File: config.mk
export PLATFORM = sky130hd
export DESIGN_NAME = rubik_wr_dma_if
export DESIGN_NICKNAME = d
export VERILOG_FILES = /design/src/rtl/rubik_wr_pkg.sv /design/src/rtl/rubik_wr_pipe.sv /design/src/rtl/rubik_wr_dma_if.sv
export SDC_FILE = /design/constraint.sdc
export NUM_CORES = 1
export LEC_CHECK = 0
export ABC_AREA = 1
export CAP_MARGIN = 20
export CORE_AREA = 2 2 432 434
export CTS_CLUSTER_SIZE = 30
export DETAILED_ROUTE_END_ITERATION = 6
export DIE_AREA = 0 0 434 436
export SYNTH_ARGS = -nofsm -noshare
export SYNTH_HDL_FRONTEND = slang
export SYNTH_SLANG_ARGS = --single-unit
File: constraint.sdc
create_clock -name autosa_core_clk -period 6.4 [get_ports autosa_core_clk]
set_input_delay 0.64 -clock autosa_core_clk [delete_from_list [all_inputs] [get_ports autosa_core_clk]]
set_output_delay 0.64 -clock autosa_core_clk [all_outputs]
set_load 0.01 [all_outputs]
File: src/rtl/rubik_wr_pkg.sv
// Shared packet layout, mask encodings and FSM states for the rubik write DMA interface.
package rubik_wr_pkg;

    localparam int PKT_W      = 515;
    localparam int PKT_ID_BIT = 514;

    localparam logic PKT_CMD_ID  = 1'b0;
    localparam logic PKT_DATA_ID = 1'b1;

    localparam int ADDR_LSB = 0;
    localparam int ADDR_MSB = 63;
    localparam int SIZE_LSB = 64;
    localparam int SIZE_MSB = 76;
    localparam int ACK_BIT  = 77;
    localparam int DATA_LSB = 0;
    localparam int DATA_MSB = 511;
    localparam int MASK_LSB = 512;
    localparam int MASK_MSB = 513;

    localparam int ADDR_W     = 64;
    localparam int SIZE_W     = 13;
    localparam int REMAIN_W   = 14;
    localparam int DATA_W     = 512;
    localparam int MASK_W     = 2;
    localparam int CMD_PIPE_W = ADDR_W + SIZE_W + 2;
    localparam int DAT_PIPE_W = MASK_W + DATA_W;

    localparam logic [MASK_W-1:0] MASK_LO   = 2'b01;
    localparam logic [MASK_W-1:0] MASK_BOTH = 2'b11;

    typedef enum logic {
        IDLE = 1'b0,
        DATA = 1'b1
    } wr_state_e;

endpackage

File: src/rtl/rubik_wr_pipe.sv
// One-entry valid/ready register stage; refills in the same cycle the consumer pops.
module rubik_wr_pipe #(
    parameter int W = 8
) (
    input  logic         autosa_core_clk,
    input  logic         autosa_core_rstn,
    input  logic         in_vld,
    output logic         in_rdy,
    input  logic [W-1:0] in_data,
    output logic         out_vld,
    input  logic         out_rdy,
    output logic [W-1:0] out_data
);

    logic         vld_q, vld_d;
    logic [W-1:0] data_q, data_d;

    always_comb begin
        in_rdy = !vld_q || out_rdy;
        vld_d  = vld_q;
        data_d = data_q;
        if (in_vld && in_rdy) begin
            vld_d  = 1'b1;
            data_d = in_data;
        end else if (out_rdy) begin
            vld_d = 1'b0;
        end
    end

    always_ff @(posedge autosa_core_clk or negedge autosa_core_rstn) begin
        if (!autosa_core_rstn) begin
            vld_q  <= 1'b0;
            data_q <= '0;
        end else begin
            vld_q  <= vld_d;
            data_q <= data_d;
        end
    end

    assign out_vld  = vld_q;
    assign out_data = data_q;

endmodule

File: src/rtl/rubik_wr_dma_if.sv
// Splits the interleaved wr_req stream into memory cmd/data channels, checks beat
// accounting per command and tracks outstanding acked writes for layer completion.
module rubik_wr_dma_if
    import rubik_wr_pkg::*;
#(
    parameter int OST_MAX = 4,
    parameter int OST_W   = 3
) (
    input  logic           autosa_core_clk,
    input  logic           autosa_core_rstn,
    input  logic           wr_req_vld,
    output logic           wr_req_rdy,
    input  logic [514:0]   wr_req_pd,
    input  logic           wr_req_type,
    output logic           dma_wr_cmd_vld,
    input  logic           dma_wr_cmd_rdy,
    output logic [63:0]    dma_wr_cmd_addr,
    output logic [12:0]    dma_wr_cmd_size,
    output logic           dma_wr_cmd_ack,
    output logic           dma_wr_cmd_type,
    output logic           dma_wr_dat_vld,
    input  logic           dma_wr_dat_rdy,
    output logic [511:0]   dma_wr_dat_data,
    output logic [1:0]     dma_wr_dat_mask,
    input  logic           dma_wr_rsp_complete,
    output logic           wr_busy,
    output logic           wr_done,
    output logic           wr_err
);

    wr_state_e             state_q, state_d;
    logic [REMAIN_W-1:0]   remain_q, remain_d;
    logic [REMAIN_W-1:0]   atoms;
    logic [OST_W-1:0]      ost_q, ost_d;
    logic                  err_q, err_d;
    logic                  done_q, done_d;
    logic                  cmd_push, dat_push, cmd_loadable, dat_loadable;
    logic                  ost_inc;
    logic [MASK_W-1:0]     pkt_mask, fwd_mask;
    logic [CMD_PIPE_W-1:0] cmd_in, cmd_out;
    logic [DAT_PIPE_W-1:0] dat_in, dat_out;

    assign pkt_mask = wr_req_pd[MASK_MSB:MASK_LSB];

    always_comb begin
        state_d    = state_q;
        remain_d   = remain_q;
        err_d      = err_q;
        wr_req_rdy = 1'b0;
        cmd_push   = 1'b0;
        dat_push   = 1'b0;
        atoms      = '0;
        fwd_mask   = pkt_mask;
        case (state_q)
            IDLE: begin
                if (wr_req_pd[PKT_ID_BIT] == PKT_DATA_ID) begin
                    wr_req_rdy = 1'b1;
                    if (wr_req_vld) err_d = 1'b1;
                end else begin
                    wr_req_rdy = cmd_loadable && (ost_q < OST_W'(OST_MAX));
                    if (wr_req_vld && wr_req_rdy) begin
                        cmd_push = 1'b1;
                        remain_d = REMAIN_W'(wr_req_pd[SIZE_MSB:SIZE_LSB]) + REMAIN_W'(1);
                        state_d  = DATA;
                    end
                end
            end
            DATA: begin
                if (wr_req_pd[PKT_ID_BIT] == PKT_CMD_ID) begin
                    wr_req_rdy = 1'b1;
                    if (wr_req_vld) err_d = 1'b1;
                end else begin
                    wr_req_rdy = dat_loadable;
                    if (wr_req_vld && wr_req_rdy) begin
                        if (pkt_mask == MASK_BOTH) begin
                            dat_push = 1'b1;
                            if (remain_q == REMAIN_W'(1)) begin
                                // Overrun by one atom: keep the legal half, flag the error.
                                fwd_mask = MASK_LO;
                                atoms    = REMAIN_W'(1);
                                err_d    = 1'b1;
                            end else begin
                                atoms = REMAIN_W'(2);
                            end
                        end else if (pkt_mask == MASK_LO) begin
                            dat_push = 1'b1;
                            atoms    = REMAIN_W'(1);
                        end else begin
                            err_d = 1'b1;
                        end
                        remain_d = remain_q - atoms;
                        if (remain_d == '0) state_d = IDLE;
                    end
                end
            end
            default: state_d = IDLE;
        endcase
    end

    assign ost_inc = dma_wr_cmd_vld && dma_wr_cmd_rdy && dma_wr_cmd_ack;

    always_comb begin
        ost_d  = ost_q;
        done_d = 1'b0;
        if (ost_inc && !dma_wr_rsp_complete) begin
            ost_d = ost_q + OST_W'(1);
        end else if (!ost_inc && dma_wr_rsp_complete) begin
            if (ost_q == '0) begin
                ost_d = '0;
            end else begin
                ost_d  = ost_q - OST_W'(1);
                done_d = (ost_q == OST_W'(1));
            end
        end
    end

    always_ff @(posedge autosa_core_clk or negedge autosa_core_rstn) begin
        if (!autosa_core_rstn) begin
            state_q  <= IDLE;
            remain_q <= '0;
            ost_q    <= '0;
            err_q    <= 1'b0;
            done_q   <= 1'b0;
        end else begin
            state_q  <= state_d;
            remain_q <= remain_d;
            ost_q    <= ost_d;
            err_q    <= err_d || (dma_wr_rsp_complete && !ost_inc && (ost_q == '0));
            done_q   <= done_d;
        end
    end

    assign cmd_in = {wr_req_pd[ADDR_MSB:ADDR_LSB], wr_req_pd[SIZE_MSB:SIZE_LSB],
                     wr_req_pd[ACK_BIT], wr_req_type};
    assign dat_in = {fwd_mask, wr_req_pd[DATA_MSB:DATA_LSB]};

    rubik_wr_pipe #(.W(CMD_PIPE_W)) u_cmd_pipe (
        .autosa_core_clk  (autosa_core_clk),
        .autosa_core_rstn (autosa_core_rstn),
        .in_vld           (cmd_push),
        .in_rdy           (cmd_loadable),
        .in_data          (cmd_in),
        .out_vld          (dma_wr_cmd_vld),
        .out_rdy          (dma_wr_cmd_rdy),
        .out_data         (cmd_out)
    );

    rubik_wr_pipe #(.W(DAT_PIPE_W)) u_dat_pipe (
        .autosa_core_clk  (autosa_core_clk),
        .autosa_core_rstn (autosa_core_rstn),
        .in_vld           (dat_push),
        .in_rdy           (dat_loadable),
        .in_data          (dat_in),
        .out_vld          (dma_wr_dat_vld),
        .out_rdy          (dma_wr_dat_rdy),
        .out_data         (dat_out)
    );

    assign {dma_wr_cmd_addr, dma_wr_cmd_size, dma_wr_cmd_ack, dma_wr_cmd_type} = cmd_out;
    assign {dma_wr_dat_mask, dma_wr_dat_data} = dat_out;

    assign wr_busy = (state_q != IDLE) || (ost_q != '0) || dma_wr_cmd_vld || dma_wr_dat_vld;
    assign wr_done = done_q;
    assign wr_err  = err_q;

endmodule

==> results.txt <==
The count of clock tree sinks came out at 615. Counting flops with a built-in enable in the synthesized netlist gives 0. The first global-routing pass estimated 181,000 µm of wire. The synthesized design contains 615 register bits. By instance count, the cell type seen most on the critical path is sky130_fd_sc_hd__buf_4. The vertical die dimension is 436 µm. The number of nets in the final layout is 3,455. The die area is 189,000 µm². The run finished with clean final reports. The count of unresolved DRC violations after routing is 0. Setup repair after global routing left no endpoint under its margin. The data arrival time of the worst path is 4080 ps. The maximum clock path buffer count came out at 3.

The total routing resource utilization after global routing is 14.1%. The number of global-route vias before repair came out at 19,300. The synthesized netlist net count is 2,317. The worst-skew pair later-pin latency is 690 ps. For this run, the leading register cell type out of synthesis is sky130_fd_sc_hd__dfrtp_1. Traced cell by cell, the critical path runs through clkdlybuf4s50_1, nand2_1, clkinv_1, nand4_1, buf_4, buf_4, buf_4, mux2_4. The worst setup path is captured at a flip-flop. In this run the power density over the cells is 329 nW/µm². The final count of pins violating max slew came out at 0. The post-DP HPWL is 113,000 µm. By count the netlist is led by sky130_fd_sc_hd__dfrtp_1 (615), sky130_fd_sc_hd__mux2_4 (395), sky130_fd_sc_hd__nand2_1 (226). The total vias in the final route is 18,900.

The die is 434 µm wide. IR analysis of the VDD net gives a maximum drop of 0.231 mV. In this run the number of H-tree levels came out at 3. Of all nets on the critical path, the largest fanout is 57.

The number of max-cap violations came out at 0. The fraction of the cycle the final worst path needs came out at 55.0%. The maximum clock frequency is 0.284 GHz.

The layout overhead on the synthesized area came out at 64.5%. TritonCTS built the clock tree. The setup skew after layout came out at 34.3 ps.

The final weighted congestion in routability-driven placement is 0.961. The initial antenna violation count was 77. The share of cells above drive strength 1 came out at 19.7%.

The leakage power figure came out at 18.7 nW. The Yosys warning count is 0. By area the synthesized netlist is led by sky130_fd_sc_hd__dfrtp_1 (60%), sky130_fd_sc_hd__mux2_4 (23%), sky130_fd_sc_hd__nand2_1 (3.3%). The final hold violation count is 0. The via density per instance is 3.46. The cell count of the worst reg-to-reg path came out at 6. The netlist uses 32 different library cells. The post-place setup slack is 2250 ps. Counting every instance in the synthesized netlist gives 1,784. The placeable core region is 185,000 µm². The count of nets left with antenna violations once routing finished came out at 0.

The number of placement rows came out at 158. The synthesized design devotes to its leading area cell type 60.2% of total area. The min-delay analysis places its worst path in the category input pin to async pin. Once the clock tree was built, the resizer swapped 0 gates to a different size. The synthesized area came out at 25,500 µm². The smallest setup slack after layout is 2880 ps. The synthesized design spends more area on one cell type than any other, namely sky130_fd_sc_hd__dfrtp_1. The starting density of the core is 13.8%. The critical path data required time is 6960 ps.

The clock edge transition at the registers on the reported setup and hold paths is 60 ps. Counting flops with an async set or reset pin after synthesis yields a share of 100%. Buffers added to address setup during post-CTS repair amount to 0. The violation count after the first detailed-routing iteration is 1,115. The sequential element share of the synthesized area is 60.2%. The highest cell delay on the worst timing path is 840 ps. Setup violations remaining at the end of the flow were counted as 0. Among all cell types in the netlist, the one instantiated most often is sky130_fd_sc_hd__dfrtp_1.

The critical path is of the input pin to flip-flop type. The accumulated negative setup slack is 0 ps. The first-pass detailed-route iteration total is 5. STA classifies the critical path startpoint as an input pin. The number of hold-repair buffers added at the cts stage came out at 0. The total global routing overflow is 0. The maximum number of pins on one net before global-route repair is 160. Wires add up to 138,000 µm. The headroom to the max-slew limit came out at 28.4%. The number of buffers added by the clock tree synthesis step came out at 80.

The critical-path cell with the highest stage delay is sky130_fd_sc_hd__buf_4. The number of port buffers came out at 1,120. The slew at the pin with the worst max-slew slack is 1070 ps. The wire length per cell came out at 25.1 µm.

In this run the mean area of a mapped cell was 14.3 µm². Counting I/O delays and the setup requirement, the final critical path takes 3520 ps. 1,121 I/O pins were placed. The cell sitting at the root of the clock tree is a sky130_fd_sc_hd__clkbuf_16.
[registers in the layout (all words and copies together) (netlist names)]
| register | flops |
|---|---|
| u_cmd_pipe.out_vld | 1 |
| wr_err | 1 |
| u_dat_pipe.out_data | 514 |
| wr_done | 1 |
| ost_q | 3 |
| state_q | 1 |
| remain_q | 14 |
| u_cmd_pipe.out_data | 79 |
| u_dat_pipe.out_vld | 1 |
[per-stage QoR]
stage / area, µm² / utilization [%] / hold slack [ps] / instances / power, mW
6_report: 42000 / 22.8 / 106 / 5475 / 13.8
3_3_place_gp: 39200 / 21.2 / 446 / 5320 / 9.15
2_1_floorplan: 25500 / - / 344 / 1784 / 6.54
3_5_place_dp: 39200 / 21.2 / 473 / 5320 / 9.19
5_1_grt: 42000 / 22.7 / 123 / 5466 / 14.4
4_1_cts: 42000 / 22.7 / 48.7 / 5463 / 14.1
[path summary, 6_finish.rpt]
| path | start | to | slack (ps) |
|---|---|---|---|
| min | autosa_core_rstn | u_dat_pipe.out_data[429] | 110 |
| max reg2reg | state_q | u_dat_pipe.out_data[455] | 2950 |
| max in group asynchronous | autosa_core_rstn | u_dat_pipe.out_data[1] | 4680 |
| min in group autosa_core_clk | u_dat_pipe.out_data[513] | u_dat_pipe.out_data[513] | 480 |
| min reg2reg | u_dat_pipe.out_data[513] | u_dat_pipe.out_data[513] | 480 |
| max | wr_req_pd[514] | u_dat_pipe.out_data[455] | 2880 |
[worst max-delay path: cells and delay by family]
kind | cells | cell delay (ps)
buffers and inverters | 5 | 2690
muxes | 1 | 360
and+or+nand+nor | 2 | 230
[cell usage in the layout, fill, tap and decap left out, types with 10 or more instances in the layout]
| cell | instances |
|---|---|
| sky130_fd_sc_hd__inv_1 | 117 |
| sky130_fd_sc_hd__ha_1 | 10 |
| sky130_fd_sc_hd__dfrtp_1 | 615 |
| sky130_fd_sc_hd__buf_4 | 22 |
| sky130_fd_sc_hd__mux2_4 | 395 |
| sky130_fd_sc_hd__diode_2 | 12 |
| sky130_fd_sc_hd__nand2_1 | 226 |
| sky130_fd_sc_hd__clkbuf_1 | 18 |
| sky130_fd_sc_hd__clkdlybuf4s50_1 | 1119 |
| sky130_fd_sc_hd__clkbuf_16 | 80 |
| sky130_fd_sc_hd__nor2_1 | 35 |
| sky130_fd_sc_hd__mux2_2 | 40 |
| sky130_fd_sc_hd__o21ai_0 | 99 |
| sky130_fd_sc_hd__clkbuf_8 | 12 |
| sky130_fd_sc_hd__o21ai_1 | 84 |
| sky130_fd_sc_hd__clkinv_2 | 11 |
| sky130_fd_sc_hd__nand3_1 | 27 |
[power breakdown]
part	internal, mW	switching, mW	total, mW
Sequential	4.61	0.496	5.11
Combinational	2.27	1.68	3.96
Clock	2.83	1.92	4.75
Total	9.71	4.09	13.8
[area by class of cell]
cell class	instances	area, µm²
clock inverter	33	517
inverter	119	447
multi-input combinational	961	8850
timing repair buffer	1145	11400
fill	19600	143000
sequential	615	15400
antenna	12	30.0
clock buffer	110	2230
tap	2480	3100
[per-layer routing]
layer | vias to the layer above | wire [µm] | part of all wire (%) | track usage [%]
met5 | - | 540 | 0.39 | 0
met2 | 779 | 66400 | 48 | 23.6
met1 | 9528 | 53900 | 39 | 16.6
li1 | 8304 | - | - | -
met4 | 86 | 4420 | 3.2 | 4.47
met3 | 251 | 12400 | 9.0 | 5.29
[kinds of logic after synthesis]
| family | share of synthesized area (%) |
|---|---|
| adder cells (fa/ha/maj) | 0.568 |
| buffers and inverters | 5.09 |
| flip-flops | 60.2 |
| multiplexers | 25.0 |
| XOR/XNOR | 0.274 |
| AO/OA/AOI/OAI | 4.20 |
| AND/OR/NAND/NOR | 4.63 |
(Power assumes the default switching activity.)
